File: src/rtl/arb_pkg.sv
// Shared types and defaults for the single-port SRAM arbiter.
// Optional build macro used by mem_arbiter: ARB_FAIRNESS_EN.
package arb_pkg;

  typedef enum logic [1:0] {
    ST_IDLE  = 2'd0,
    ST_FETCH = 2'd1,
    ST_DATA  = 2'd2,
    ST_RESP  = 2'd3
  } arb_state_e;

  localparam int ARB_SRAM_WAIT_DEF  = 2;
  localparam int ARB_STARVE_MAX_DEF = 4;

endpackage

File: src/rtl/arb_wait_cnt.sv
// 4-bit load/decrement wait counter with zero flag; saturates at zero.
module arb_wait_cnt
  import arb_pkg::*;
(
  input  logic       clk_i,
  input  logic       rst_i,
  input  logic       load_i,
  input  logic       dec_i,
  input  logic [3:0] load_val_i,
  output logic       zero_o
);

  logic [3:0] cnt_q, cnt_d;

  always_comb begin
    cnt_d = cnt_q;
    if (load_i) begin
      cnt_d = load_val_i;
    end else if (dec_i && (cnt_q != 4'd0)) begin
      cnt_d = cnt_q - 4'd1;
    end else begin
      cnt_d = cnt_q;
    end
  end

  always_ff @(posedge clk_i) begin
    if (rst_i) begin
      cnt_q <= 4'd0;
    end else begin
      cnt_q <= cnt_d;
    end
  end

  assign zero_o = (cnt_q == 4'd0);

endmodule

File: src/rtl/mem_arbiter.sv
// Shares one multi-cycle SRAM port between instruction fetch and load/store.
// Build macro ARB_FAIRNESS_EN: bounds fetch starvation to STARVE_MAX data grants.
module mem_arbiter
  import arb_pkg::*;
#(
  parameter int DATA_W     = 32,
  parameter int SRAM_WAIT  = ARB_SRAM_WAIT_DEF,
  parameter int STARVE_MAX = ARB_STARVE_MAX_DEF
) (
  input  logic              clk,
  input  logic              rst,
  input  logic              if_req,
  input  logic [DATA_W-1:0] if_addr,
  input  logic              if_flush,
  output logic [DATA_W-1:0] if_rdata,
  output logic              if_valid,
  input  logic              mem_rd,
  input  logic              mem_wr,
  input  logic [DATA_W-1:0] mem_addr,
  input  logic [DATA_W-1:0] mem_wdata,
  output logic [DATA_W-1:0] mem_rdata,
  output logic              mem_ready,
  output logic              freez_if,
  output logic              freez_mem,
  output logic              sram_en,
  output logic              sram_we,
  output logic [DATA_W-1:0] sram_addr,
  output logic [DATA_W-1:0] sram_wdata,
  input  logic [DATA_W-1:0] sram_rdata
);

  localparam logic [3:0] WAIT_LD = 4'(SRAM_WAIT);

  // Out-of-range parameters leave an obvious marker in the elaborated hierarchy.
  if (SRAM_WAIT < 0 || SRAM_WAIT > 15 || STARVE_MAX < 1 || STARVE_MAX > 15) begin : g_illegal_params
  end

  arb_state_e        state_q, state_d;
  logic [DATA_W-1:0] addr_q, addr_d, wdata_q, wdata_d;
  logic [DATA_W-1:0] if_rdata_q, if_rdata_d, mem_rdata_q, mem_rdata_d;
  logic              we_q, we_d, fetch_q, fetch_d, drop_q, drop_d;
  logic              data_req_s, grant_fetch_s, grant_data_s, fetch_first_s, wait_zero_s;

  assign data_req_s    = mem_rd | mem_wr;
  assign grant_fetch_s = (state_q == ST_IDLE) && if_req && (!data_req_s || fetch_first_s);
  assign grant_data_s  = (state_q == ST_IDLE) && data_req_s && !grant_fetch_s;

`ifdef ARB_FAIRNESS_EN
  localparam logic [3:0] STARVE_LIM = 4'(STARVE_MAX);
  logic [3:0] starve_q, starve_d;

  assign fetch_first_s = if_req && (starve_q == STARVE_LIM);

  // Counts data grants that overtook a waiting fetch.
  always_comb begin
    starve_d = starve_q;
    if (grant_fetch_s) begin
      starve_d = 4'd0;
    end else if (grant_data_s && if_req) begin
      starve_d = starve_q + 4'd1;
    end else begin
      starve_d = starve_q;
    end
  end

  always_ff @(posedge clk) begin
    if (rst) begin
      starve_q <= 4'd0;
    end else begin
      starve_q <= starve_d;
    end
  end
`else
  assign fetch_first_s = 1'b0;
`endif

  arb_wait_cnt u_wait_cnt (
    .clk_i      (clk),
    .rst_i      (rst),
    .load_i     (grant_fetch_s | grant_data_s),
    .dec_i      (sram_en),
    .load_val_i (WAIT_LD),
    .zero_o     (wait_zero_s)
  );

  always_ff @(posedge clk) begin
    if (rst) begin
      state_q <= ST_IDLE;
    end else begin
      state_q <= state_d;
    end
  end

  always_comb begin
    state_d = state_q;
    case (state_q)
      ST_IDLE: begin
        if (grant_data_s) begin
          state_d = ST_DATA;
        end else if (grant_fetch_s) begin
          state_d = ST_FETCH;
        end else begin
          state_d = ST_IDLE;
        end
      end
      ST_FETCH, ST_DATA: begin
        if (wait_zero_s) begin
          state_d = ST_RESP;
        end else begin
          state_d = state_q;
        end
      end
      ST_RESP: state_d = ST_IDLE;
      default: state_d = ST_IDLE;
    endcase
  end

  always_comb begin
    sram_en   = (state_q == ST_FETCH) || (state_q == ST_DATA);
    sram_we   = (state_q == ST_DATA) && we_q;
    if_valid  = (state_q == ST_RESP) && fetch_q && !drop_q;
    mem_ready = (state_q == ST_RESP) && !fetch_q;
  end

  // Grant-time latches, flush tracking and read-data capture.
  always_comb begin
    addr_d      = addr_q;
    wdata_d     = wdata_q;
    we_d        = we_q;
    fetch_d     = fetch_q;
    drop_d      = drop_q;
    if_rdata_d  = if_rdata_q;
    mem_rdata_d = mem_rdata_q;
    if (grant_data_s) begin
      addr_d  = mem_addr;
      wdata_d = mem_wdata;
      we_d    = mem_wr;
      fetch_d = 1'b0;
    end else if (grant_fetch_s) begin
      addr_d  = if_addr;
      we_d    = 1'b0;
      fetch_d = 1'b1;
    end else begin
      addr_d = addr_q;
    end
    if (state_q == ST_RESP) begin
      drop_d = 1'b0;
    end else if ((grant_fetch_s || (state_q == ST_FETCH)) && if_flush) begin
      drop_d = 1'b1;
    end else begin
      drop_d = drop_q;
    end
    if ((state_q == ST_FETCH) && wait_zero_s && !drop_q && !if_flush) begin
      if_rdata_d = sram_rdata;
    end else if ((state_q == ST_DATA) && wait_zero_s && !we_q) begin
      mem_rdata_d = sram_rdata;
    end else begin
      if_rdata_d = if_rdata_q;
    end
  end

  always_ff @(posedge clk) begin
    if (rst) begin
      addr_q      <= '0;
      wdata_q     <= '0;
      we_q        <= 1'b0;
      fetch_q     <= 1'b0;
      drop_q      <= 1'b0;
      if_rdata_q  <= '0;
      mem_rdata_q <= '0;
    end else begin
      addr_q      <= addr_d;
      wdata_q     <= wdata_d;
      we_q        <= we_d;
      fetch_q     <= fetch_d;
      drop_q      <= drop_d;
      if_rdata_q  <= if_rdata_d;
      mem_rdata_q <= mem_rdata_d;
    end
  end

  assign sram_addr  = addr_q & {{(DATA_W-2){1'b1}}, 2'b00};
  assign sram_wdata = wdata_q;
  assign if_rdata   = if_rdata_q;
  assign mem_rdata  = mem_rdata_q;
  assign freez_if   = if_req & ~if_valid;
  assign freez_mem  = (mem_rd | mem_wr) & ~mem_ready;

endmodule
File: config.mk
export PLATFORM = sky130hd
export DESIGN_NAME = mem_arbiter
export DESIGN_NICKNAME = d
export VERILOG_FILES = /design/src/rtl/arb_pkg.sv /design/src/rtl/arb_wait_cnt.sv /design/src/rtl/mem_arbiter.sv
export SDC_FILE = /design/constraint.sdc
export NUM_CORES = 1
export LEC_CHECK = 0
export BUFFER_PORTS_ARGS = -buffer_cell sky130_fd_sc_hd__buf_4
export CORE_UTILIZATION = 41
export DETAILED_ROUTE_END_ITERATION = 16
export PLACE_DENSITY = 0.76
export SLEW_MARGIN = 20
export SYNTH_ARGS = -nofsm -noshare
export SYNTH_HDL_FRONTEND = slang
export SYNTH_SLANG_ARGS = --single-unit
File: constraint.sdc
create_clock -name clk -period 2 [get_ports clk]
set_input_delay 0.6 -clock clk [delete_from_list [all_inputs] [get_ports clk]]
set_output_delay 0.6 -clock clk [all_outputs]
set_load 0.03 [all_outputs]
# ---- After elaboration in Yosys (flattened, before gate mapping)
# Cells that the tools add are included.
dict set report word_totals {
  ff_bits 137
  input_bits 134
  out_inout_bits 134
  wordCells 65
}
dict set report classes {
  addsub 1
  eq_ne 4
  n_mux 10
  bitwise_logic 7
  reduce_logical 33
}
# cell count
set ops {}
lappend ops {{$mux 32} 2}
lappend ops {{$logic_and 1x1->1} 15}
lappend ops {{$mux 2} 4}
lappend ops {{$reduce_or 2->1} 4}
lappend ops {{$logic_not 1->1} 6}
lappend ops {{$pmux 2 s3} 1}
lappend ops {{$eq 2x2->1 const B} 2}
lappend ops {{$logic_not 4->1} 1}
lappend ops {{$reduce_bool 2->1} 2}
lappend ops {{$reduce_bool 4->1} 1}
lappend ops {{$sub 4x1->4 const B} 1}
lappend ops {{$mux 1} 3}
lappend ops {{$not 1->1} 3}
lappend ops {{$and 1x1->1} 2}
lappend ops {{$eq 2x1->1 const B} 1}
lappend ops {{$logic_not 2->1} 1}
lappend ops {{$logic_or 1x1->1} 2}
lappend ops {{$ne 2x2->1 const B} 1}
lappend ops {{$or 1x1->1} 2}
lappend ops {{$reduce_and 2->1} 1}

# ---- Longest topological paths before layout
# Gate-level depths: netlist of run 1.
dict set report logic_depth {
  depth_word 7
  ltp_mapped 7
  mapped_depth_nobuf 5
}

# ---- Modules after synthesis
# Synthesis of run 1 repeated with hierarchy kept, for this count alone.
dict set report unflattened {
  hier_cells 663
  hier_area_um2 5602.9
}
# module instances cells_each area_each_um2 seq_area_each_um2
set by_module_without_submodules {}
lappend by_module_without_submodules {mem_arbiter 1 634 5340.1 2622.5}
lappend by_module_without_submodules {arb_wait_cnt 1 29 262.8 80.1}

# ---- Least setup slack after synthesis of run 1
# OpenSTA, ideal clock, no wires.
dict set report synth_timing {
  kind {flip-flop to output port}
  startpoint {register state_q[0]}
  endpoint {output port freez_mem}
  arrival_ns 1.309
  required_time_ns 1.400
  setup_slack_ns 0.091
  stages_incl_launch_ff 4
  n_path_buf 0
  cell_sequence {dfxtp_1 -> ha_1 -> nor2b_1 -> nor2_1}
}
dict set report synth_between {
  elab_chain_len 4
}
# item line_no
set synth_rtl {}
lappend synth_rtl {{start, declared} mem_arbiter.sv:38} ;# arb_state_e state_q, state_d;
lappend synth_rtl {{start signal, assigned} mem_arbiter.sv:90} ;# state_q <= state_d;
lappend synth_rtl {{$eq 2x2->1} mem_arbiter.sv:122} ;# mem_ready = (state_q == ST_RESP) && !fetch_q;
lappend synth_rtl {{$logic_and 1x1->1} mem_arbiter.sv:122}
lappend synth_rtl {{named net mem_ready} mem_arbiter.sv:22} ;# output logic mem_ready,
lappend synth_rtl {{$not 1->1} mem_arbiter.sv:187} ;# assign freez_mem = (mem_rd | mem_wr) & ~mem_ready;
lappend synth_rtl {{$and 1x1->1} mem_arbiter.sv:187}
lappend synth_rtl {{end, declared} mem_arbiter.sv:24} ;# output logic freez_mem,
# The timed path passes the listed nets, and every way through them passes these cells.

# ---- Final worst setup path of run 1
dict set report layout_timing {
  startpoint {register state_q[1]}
  endpoint {output port freez_if}
}
dict set report layout_between {
  elab_chain_len 5
}
# item line_no
set layout_rtl {}
lappend layout_rtl {{$eq 2x2->1} mem_arbiter.sv:121} ;# if_valid = (state_q == ST_RESP) && fetch_q && !drop_q;
lappend layout_rtl {{$logic_and 1x1->1 (2 in a row)} mem_arbiter.sv:121}
lappend layout_rtl {{$not 1->1} mem_arbiter.sv:186} ;# assign freez_if = if_req & ~if_valid;
lappend layout_rtl {{$and 1x1->1} mem_arbiter.sv:186}
lappend layout_rtl {{end, declared} mem_arbiter.sv:23} ;# output logic freez_if,
# No other way between the ends.

==> results of run 1 <==
## state kept, by name, summed over array words and instances (netlist names)
name / flops
fetch_q: 1
addr_q: 30
sram_wdata: 32
if_rdata: 32
drop_q: 1
state_q: 2
mem_rdata: 32
we_q: 1
u_wait_cnt.cnt_q: 4
## area by class of cell
type,count,area share
Tap cell,172,0.02622
Sequential cell,135,0.3301
Multi-Input combinational cell,430,0.3051
Clock inverter,13,0.01311
Inverter,6,0.002743
Timing Repair Buffer,280,0.2687
Clock buffer,19,0.05396
## cell families (layout without fill, tap and decap cells)
logic type	Yosys count	after routing
other cells	1	2
buf+inv	59	318
flops	135	135
mux	33	33
simple gates	248	248
compound gates	142	142
fa+ha+maj	5	5
## metrics by stage
| stage | setup TNS [ns] | worst slack [ns] |
|---|---|---|
| after floorplan | 0 | 0.09108 |
| after CTS | 0 | 0.009468 |
| after detailed placement | 0 | 0.1370 |
| final | 0 | 0.05444 |
| after global placement | 0 | 0.1765 |
| after global routing | -0.1270 | -0.02255 |
## metal layers
layer  up-vias  wire length [microns]
met2       196                   7637
li1       2623                      -
met4         0                    436
met3        25                   1097
met5         -                      0
met1      2356                   6475
## critical path: stages (launching register included)
cell     delay [ns]
dfxtp_4        0.36
ha_4           0.17
nand2_2        0.08
nor2_4         0.05
nor2b_1        0.12
buf_4          0.17
## where the power goes
| group | internal [uW] | switching [uW] |
|---|---|---|
| clock network | 1730 | 1140 |
| registers | 3320 | 336 |
| logic | 1980 | 3170 |
| total | 7030 | 4640 |
## cell usage in the layout, fill, tap and decap left out, types with 2 or more instances in the layout
master and n:
o22ai_1 30, conb_1 2, nor3_1 31, o21ai_0 33, ha_1 2, o21a_1 2
nand2_1 66, a221oi_1 2, inv_1 5, clkinvlp_4 7, nor3b_4 2, nand3_1 33
nor2_1 38, nand2b_1 65, dfxtp_4 2, buf_6 3, buf_12 6, clkinv_2 5
buf_4 270, ha_4 2, dfxtp_1 133, clkbuf_16 18, mux2i_1 33, a21oi_1 68
## worst min path at each step
| stage | slack, ns | end | from | cells after the start |
|---|---|---|---|---|
| 6_report | 0.43 | sram_wdata[15] | mem_wdata[15] | 3 |
| 4_1_cts | 0.42 | sram_wdata[15] | mem_wdata[15] | 3 |
| 5_1_grt | 0.42 | sram_wdata[29] | mem_wdata[29] | 3 |
| 3_5_place_dp | 0.45 | sram_wdata[26] | sram_wdata[26] | 2 |
| 2_1_floorplan | 0.46 | u_wait_cnt.cnt_q[0] | u_wait_cnt.cnt_q[0] | 2 |
| 3_3_place_gp | 0.44 | sram_wdata[0] | sram_wdata[0] | 2 |
## repair_timing
item	CTS	global route
setup endpoints to repair	5	6
resized for setup	13	6
cloned	0	1
hold buffers	0	0
pin swaps	2	2
buffers inserted	1	1
==> metrics.txt, run 1 <==
outcome=complete, no violations; sequential area share after synthesis=0.5019; Compound-Gate Fraction of Synth Area=0.1443; placed cell area=7565 sq um; R2R depth=7; post-DP HPWL=about 11,000 microns; Synth Flop Type=dfxtp_1; Synth Area in Adders=0.01162; Hold Slack=0.4346 ns; GRT met3 Usage=0.06487; Crit. Startpoint=state_q[1]; largest family of logic cells by synthesized area=simple AND/OR/NAND/NOR gates; Worst Setup EP=freez_if; global-route wire length before repair=between 20,000 and 25,000 microns; mux contribution to synthesized area=0.06134; count leader, synth=dfxtp_1; CTS H-tree depth=4; Reg2Reg Launch Point=u_wait_cnt.cnt_q[0]; r2r setup slk=roughly 0.07 ns; Die ar.=approximately 14,000 sq um; Pins Over Slew Limit=0; FF-to-FF End=mem_rdata[17]; Worst-Skew Late Latency=about 0.40 ns; WL per Instance=~15 microns; Routed Antenna Nets=0; most instantiated cells after synthesis=dfxtp_1 (135), a21oi_1 (68), nand2_1 (67); Synth cell types=37; clock sink total=between 100 and 150; EDFF count, synth=0; # rows=around 40; skew final=roughly 0.0056 ns; TritonCTS Buffers=17; Final Non-Filler Cells=between 1,000 and 1,500; RSZ-0062 raised after global routing=true; worst path arrival time=~1.4 ns; Cells after Synth=slightly above 600; Pwr per Cell Area=about 1400 nW/um^2; initial antenna violation count=0; # placed instances=a little over 1,000; Global Route Usage Sum=0.2268; Worst Path Max Fanout=3; met2 Use GR=0.3878; leakage=about 0.0035 uW; Max-Cap Viols=0; Synth async-reset ratio=0; area leader, netlist=dfxtp_1; Routed Wire Length=15,650 microns; width of the die=~120 microns; vias in the first global route=approximately 4,700; GPL Wtd Cong=between 0.7 and 0.8; GRT met1 Usage=0.2605; Core Util, Final=0.6453; critical path endpoint category=output port; area of the multi-input gates=about 2500 sq um; post-synth top area share=0.5019; grt total ovfl=0; Tmin final=around 1.9 ns; most used routing layer=met2; Initial Utilization=0.4233; P&R area growth vs syn=52.44%; CTS tree=done; Min-Delay Path Class=primary input to flip-flop; Final Power=around 12,000 uW; CP Class=flip-flop to output port; fin nets=between 1,000 and 1,500; synthesized cell area=between 5000 and 6000 sq um; period utilisation layout=0.9728; simple-gate share of the synthesized area=0.2333; Tightest Pin Transition=around 0.5 ns; clk root buf=clkbuf_16; flops & latches, synth=approximately 140; ranking of synthesized cells by area=dfxtp_1 (50%), nand2b_1 (7.6%), a21oi_1 (6.3%), mux2i_1 (6.1%), nand2_1 (4.7%); average size of a mapped cell=slightly below 9 sq um; Ant. Diodes=0; Fillers=1,132; Yosys warnings=0; DRT Pass-1 Iters=6; drc violations=0; vias=between 5,000 and 6,000; FF+latch area=2710 sq um; share of post-route cells with drive strength above 1=0.3715; # IOs=between 200 and 300; Core Footprint=12,720 sq um; post-synthesis xor/xnor area fraction=0; Hold Vio Cnt, Final=0; Required @ worst endpoint=1.40 ns; Max Freq=514.0 MHz; fin area=8209 sq um; pin count of the biggest net entering global routing=89; final setup vio count=0; chip height=~120 microns; Slew Limit Headroom=0.6614; DR iter-0 viols=304; Clk pin slew, worst setup/hold paths=0.06 ns; CTS Buffer Depth=2; vias per cell=4.929; # port buffers=261; VDD IR max=0.7762 mV; Worst setup SP type=flip-flop
Power figures use the tool's default switching activity.
==> inputs of run 2 (changes only) <==
--- a/config.mk
+++ b/config.mk
@@ -6,9 +6,9 @@
 export NUM_CORES = 1
 export LEC_CHECK = 0
 export BUFFER_PORTS_ARGS = -buffer_cell sky130_fd_sc_hd__buf_4
-export CORE_UTILIZATION = 41
+export CORE_UTILIZATION = 49
 export DETAILED_ROUTE_END_ITERATION = 16
-export PLACE_DENSITY = 0.76
+export PLACE_DENSITY = 0.85
 export SLEW_MARGIN = 20
 export SYNTH_ARGS = -nofsm -noshare
 export SYNTH_HDL_FRONTEND = slang
==> constraint.sdc (replaced) <==
create_clock -name clk -period 2.35 [get_ports clk]
set_input_delay 0.705 -clock clk [delete_from_list [all_inputs] [get_ports clk]]
set_output_delay 0.705 -clock clk [all_outputs]
set_load 0.03 [all_outputs]
==> metrics.txt, run 2 (synthesis results as in run 1) <==
# port buffers=261 (unchanged); Routed Wire Length=16,130 microns (+3.1%); TritonCTS Buffers=17 (unchanged); width of the die=106.8 microns (-8.4%); worst path arrival time=1.57 ns (+0.22 ns); Core Footprint=10,510 sq um (-17%); WL per Instance=15.95 microns (+7.5%); Final Power=9978 uW (-15%); Tightest Pin Transition=0.5866 ns (+0.08309 ns); period utilisation layout=0.9676; Clk pin slew, worst setup/hold paths=0.06 ns (about the same); Hold Vio Cnt, Final=0 (unchanged); pin count of the biggest net entering global routing=95 (+6.7%); vias per cell=5.334 (+8.2%); chip height=106.8 microns (-8.4%); commonest non-fill, non-tap cell in the layout=buf_4; drc violations=0 (unchanged); Pins Over Slew Limit=0 (unchanged); P&R area growth vs syn=49.81%; GPL Wtd Cong=0.8225 (+8.3%); Final WS setup=0.07621 ns (+0.02177 ns); Min-Delay Path Class=primary input to flip-flop; Worst-Skew Late Latency=0.51 ns (+0.11 ns); # rows=37 (-9.8%); Hold Slack=0.4350 ns (+0.0004090 ns); fin nets=1,001 (-0.79%); CTS H-tree depth=4 (unchanged); # IOs=268 (unchanged); skew final=0.006472 ns (+0.0008239 ns); leakage=0.003517 uW (-0.68%); Initial Utilization=0.5124 (+0.08915); pre-CTS setup slack=0.1855 ns (+0.04850 ns); Required @ worst endpoint=1.64 ns (+0.24 ns); Die ar.=11,410 sq um (-16%); most frequent cells in the layout=buf_4 (268), dfxtp_1 (135), a21oi_1 (68), nand2_1 (67), nand2b_1 (65); clk root buf=clkbuf_8; Worst Path Max Fanout=3 (unchanged); Max-Cap Viols=0 (unchanged); grt total ovfl=0 (unchanged); placed cell area=7445 sq um (-1.6%); Slew Limit Headroom=0.6089 (-0.05252); VDD IR max=0.6815 mV (-12%); DRT Pass-1 Iters=4 (-2); CTS tree=done; Max Freq=around 440 MHz; Worst setup SP type=flip-flop; global-route wire length before repair=25,020 microns (+7.0%); final setup vio count=0 (unchanged); critical path endpoint category=output port; clock sink total=135 (unchanged); initial antenna violation count=0 (unchanged); Ant. Diodes=0 (unchanged); Routed Antenna Nets=0 (unchanged); Tmin final=around 2.3 ns; share of post-route cells with drive strength above 1=0.3600 (-0.01146); CP Class=flip-flop to output port; Pwr per Cell Area=1237 nW/um^2 (-13%); DR iter-0 viols=252 (-17%); CTS Buffer Depth=2 (unchanged); Post-CTS Setup Bufs=0 (-1); fin area=8068 sq um (-1.7%); outcome=complete, no violations; post-DP HPWL=11,360 microns (+5.6%); vias=5,393 (+3.7%); vias in the first global route=5,164 (+9.5%); Global Route Usage Sum=0.2822 (+0.05543)
[run 2: cell count changes in the layout (fill, tap and decap cells not counted), moves of 2 or more]
cell        previous run  this run
buf_12                 6         4
dfxtp_4                2         0
dfxtp_1              133       135
clkinv_4               0         3
buf_6                  3         0
clkinvlp_4             7         2
clkbuf_8               1         3
clkbuf_16             18        16
bufinv_16              1         3
buf_4                270       268
[run 2: worst paths after layout]
| check | startpoint | to | slack (ns) | cells after the start |
|---|---|---|---|---|
| hold / removal | mem_wdata[6] | sram_wdata[6] | 0.44 | 3 |
| setup reg to reg | u_wait_cnt.cnt_q[0] | mem_rdata[3] | 0.36 | 6 |
| setup / recovery | state_q[0] | sram_we | 0.08 | 4 |
| hold reg to reg | sram_wdata[30] | sram_wdata[30] | 0.45 | 2 |
[run 2: layout make-up]
type                            instances  area (sq um)
Inverter                                6         22.52
Tap cell                              136         170.2
Multi-Input combinational cell        430          2484
Fill cell                             708          2441
Timing Repair Buffer                  272          2092
Sequential cell                       135          2703
Clock buffer                           20         445.4
Clock inverter                         12         151.4
[run 2: where the power goes]
part,switching (uW),internal [uW]
combinational,2670,1550
sequential,302,2810
clock,969,1670
[run 2: worst max-delay path, stage by stage (launching register included)]
cell     delay (ns)
dfxtp_1        0.37
inv_1          0.11
ha_1           0.23
and2_1         0.17
buf_4          0.17
[run 2: through the flow]
| stage | std cells | util | setup TNS [ns] |
|---|---|---|---|
| after CTS | 1011 | 0.7657 | 0 |
| final | 1011 | 0.7677 | 0 |
| after global placement | 979 | 0.7084 | 0 |
| after global routing | 1011 | 0.7677 | -0.01223 |
| after detailed placement | 979 | 0.7084 | 0 |
| after floorplan | 624 | - | 0 |
[run 2: repair_timing]
| action | CTS | global route |
|---|---|---|
| hold endpoints to repair | 0 | 0 |
| gates resized for setup | 2 | 4 |
| hold buffers | 0 | 0 |
| endpoints found under the setup margin | 2 | 1 |
[run 2: layer usage]
layer | GRT usage | vias up | share of wire
li1 | - | 2613 | -
met1 | 0.3104 | 2501 | 0.38
met2 | 0.4977 | 237 | 0.51
met3 | 0.06869 | 42 | 0.065
met4 | 0.1546 | 0 | 0.039
met5 | 0 | - | 0
==> inputs of run 3 (changes only) <==
--- a/config.mk
+++ b/config.mk
@@ -6,6 +6,7 @@
 export NUM_CORES = 1
 export LEC_CHECK = 0
 export BUFFER_PORTS_ARGS = -buffer_cell sky130_fd_sc_hd__buf_4
+export CORE_MARGIN = 5
 export CORE_UTILIZATION = 49
 export DETAILED_ROUTE_END_ITERATION = 16
 export PLACE_DENSITY = 0.85
==> metrics.txt, run 3 (synthesis results as in run 1) <==
Max-Cap Viols=0 (unchanged); Core Footprint=10,790 sq um (+2.7%); period utilisation layout=0.9621 (-0.005426); post-DP HPWL=12,960 microns (+14%); # port buffers=261 (unchanged); Routed Wire Length=17,600 microns (+9.2%); DR iter-0 viols=364 (+44%); fin area=8107 sq um (+0.48%); Global Route Usage Sum=0.2568 (-0.02538); P&R area growth vs syn=50.53%; WL per Instance=17.27 microns (+8.3%); Crit. Startpoint=state_q[0]; Post-CTS Setup Bufs=0 (unchanged); # rows=38 (+2.7%); Hold Slack=0.4309 ns (-0.004108 ns); Hold Vio Cnt, Final=0 (unchanged); Min-Delay Path Class=primary input to flip-flop; drc violations=0 (unchanged); CTS Buffer Depth=2 (unchanged); share of post-route cells with drive strength above 1=0.3652 (+0.005188); Ant. Diodes=0 (unchanged); Critical Path Max Stage Delay=0.40 ns (+0.03 ns); worst path arrival time=1.56 ns (about the same); Core Util, Final=0.7511 (-0.01661); Required @ worst endpoint=1.64 ns (about the same); Routed Antenna Nets=0 (unchanged); HP Start=mem_wdata[11]; Worst Path Max Fanout=8 (+5); fin nets=1,005 (+0.40%); initial antenna violation count=0 (unchanged); CP Class=flip-flop to output port; crit-path cells=inv_1, ha_2, buf_4; placed cell area=7467 sq um (+0.30%); Slew Limit Headroom=0.5921 (-0.01682); RSZ-0062 raised after global routing=false; GPL Wtd Cong=0.7959 (-3.2%); Die ar.=13,190 sq um (+16%); outcome=complete, no violations; commonest non-fill, non-tap cell in the layout=buf_4; width of the die=114.8 microns (+7.5%); Tightest Pin Transition=0.6119 ns (+0.02523 ns); r2r setup slk=0.28 ns (-0.08 ns); Pins Over Slew Limit=0 (unchanged); CTS H-tree depth=4 (unchanged); Max Freq=442.3 MHz (+0.56%); slowest CP cell=ha_2; TritonCTS Buffers=17 (unchanged); vias in the first global route=5,367 (+3.9%); leakage=0.003529 uW (+0.33%); CTS tree=done; setup TNS=0 ns (unchanged); Initial Utilization=0.4990 (-0.01349); critical path endpoint category=output port; skew final=0.007219 ns (+0.0007470 ns); VDD IR max=0.6346 mV (-6.9%); most frequent cells in the layout=buf_4 (273), dfxtp_1 (133), a21oi_1 (68), nand2_1 (67), nand2b_1 (65); Worst-Skew Late Latency=0.52 ns (about the same); grt total ovfl=0 (unchanged); final setup vio count=0 (unchanged); Tmin final=2.261 ns (-0.01275 ns); clk root buf=clkbuf_8; Final Power=10,120 uW (+1.5%); clock sink total=135 (unchanged); chip height=114.8 microns (+7.5%); Worst setup SP type=flip-flop; Pwr per Cell Area=1249 nW/um^2 (+0.97%); vias=5,486 (+1.7%); # hold bufs at CTS=0 (unchanged); Clk pin slew, worst setup/hold paths=0.06 ns (about the same); DRT Pass-1 Iters=5 (+1); vias per cell=5.384 (+0.93%); Reg2Reg Launch Point=u_wait_cnt.cnt_q[0]; pin count of the biggest net entering global routing=70 (-26%); # IOs=268 (unchanged); global-route wire length before repair=26,590 microns (+6.3%)
## run 3: what timing repair did
action                     in CTS  in global routing
setup endpoints to repair       4                  3
pin swaps                       0                  1
gates cloned                    0                  0
gates resized for setup         4                  4
## run 3: cell type report
class | instances | area [sq um]
multi-input cells | 430 | 2484
well taps | 140 | 175.2
clock inverters | 13 | 178.9
flip-flops and latches | 135 | 2705
fillers | 771 | 2686
inverters | 6 | 22.52
repair buffers | 276 | 2110
clock buffers | 19 | 431.7
## run 3: per-stage QoR
| step | std cells | worst slack [ns] |
|---|---|---|
| floorplan | 624 | 0.2819 |
| global placement | 987 | 0.2986 |
| detailed placement | 987 | 0.1830 |
| CTS | 1019 | 0.02742 |
| global route | 1019 | 0.01470 |
| finish | 1019 | 0.08896 |
## run 3: report_power, final
part	internal, uW	total [uW]	leakage (uW)	switching [uW]
clock	1740	2710	0.000290	971
combinational	1560	4280	0.00213	2710
sequential	2820	3130	0.00111	316
## run 3: worst max-delay path, delay by kind of cell (launching register included)
kind | cells | cell delay (ns)
buffers and inverters | 2 | 0.28
flip-flops | 1 | 0.37
adder cells (fa/ha/maj) | 1 | 0.40
## run 3: final timing paths
kind / to / cells past startpoint
worst max-delay path: sram_en / 3
worst min-delay path: sram_wdata[11] / 3
worst max register to register: mem_rdata[13] / 6
worst min register to register: sram_wdata[26] / 2
## run 3: metal layers
metal	routed length, microns	track usage	vias up	share of wire
met5	0	0	-	0
met4	436	0.09859	0	0.025
met3	1517	0.08737	36	0.086
met2	9231	0.4591	253	0.52
met1	6417	0.2805	2583	0.36
li1	-	-	2614	-
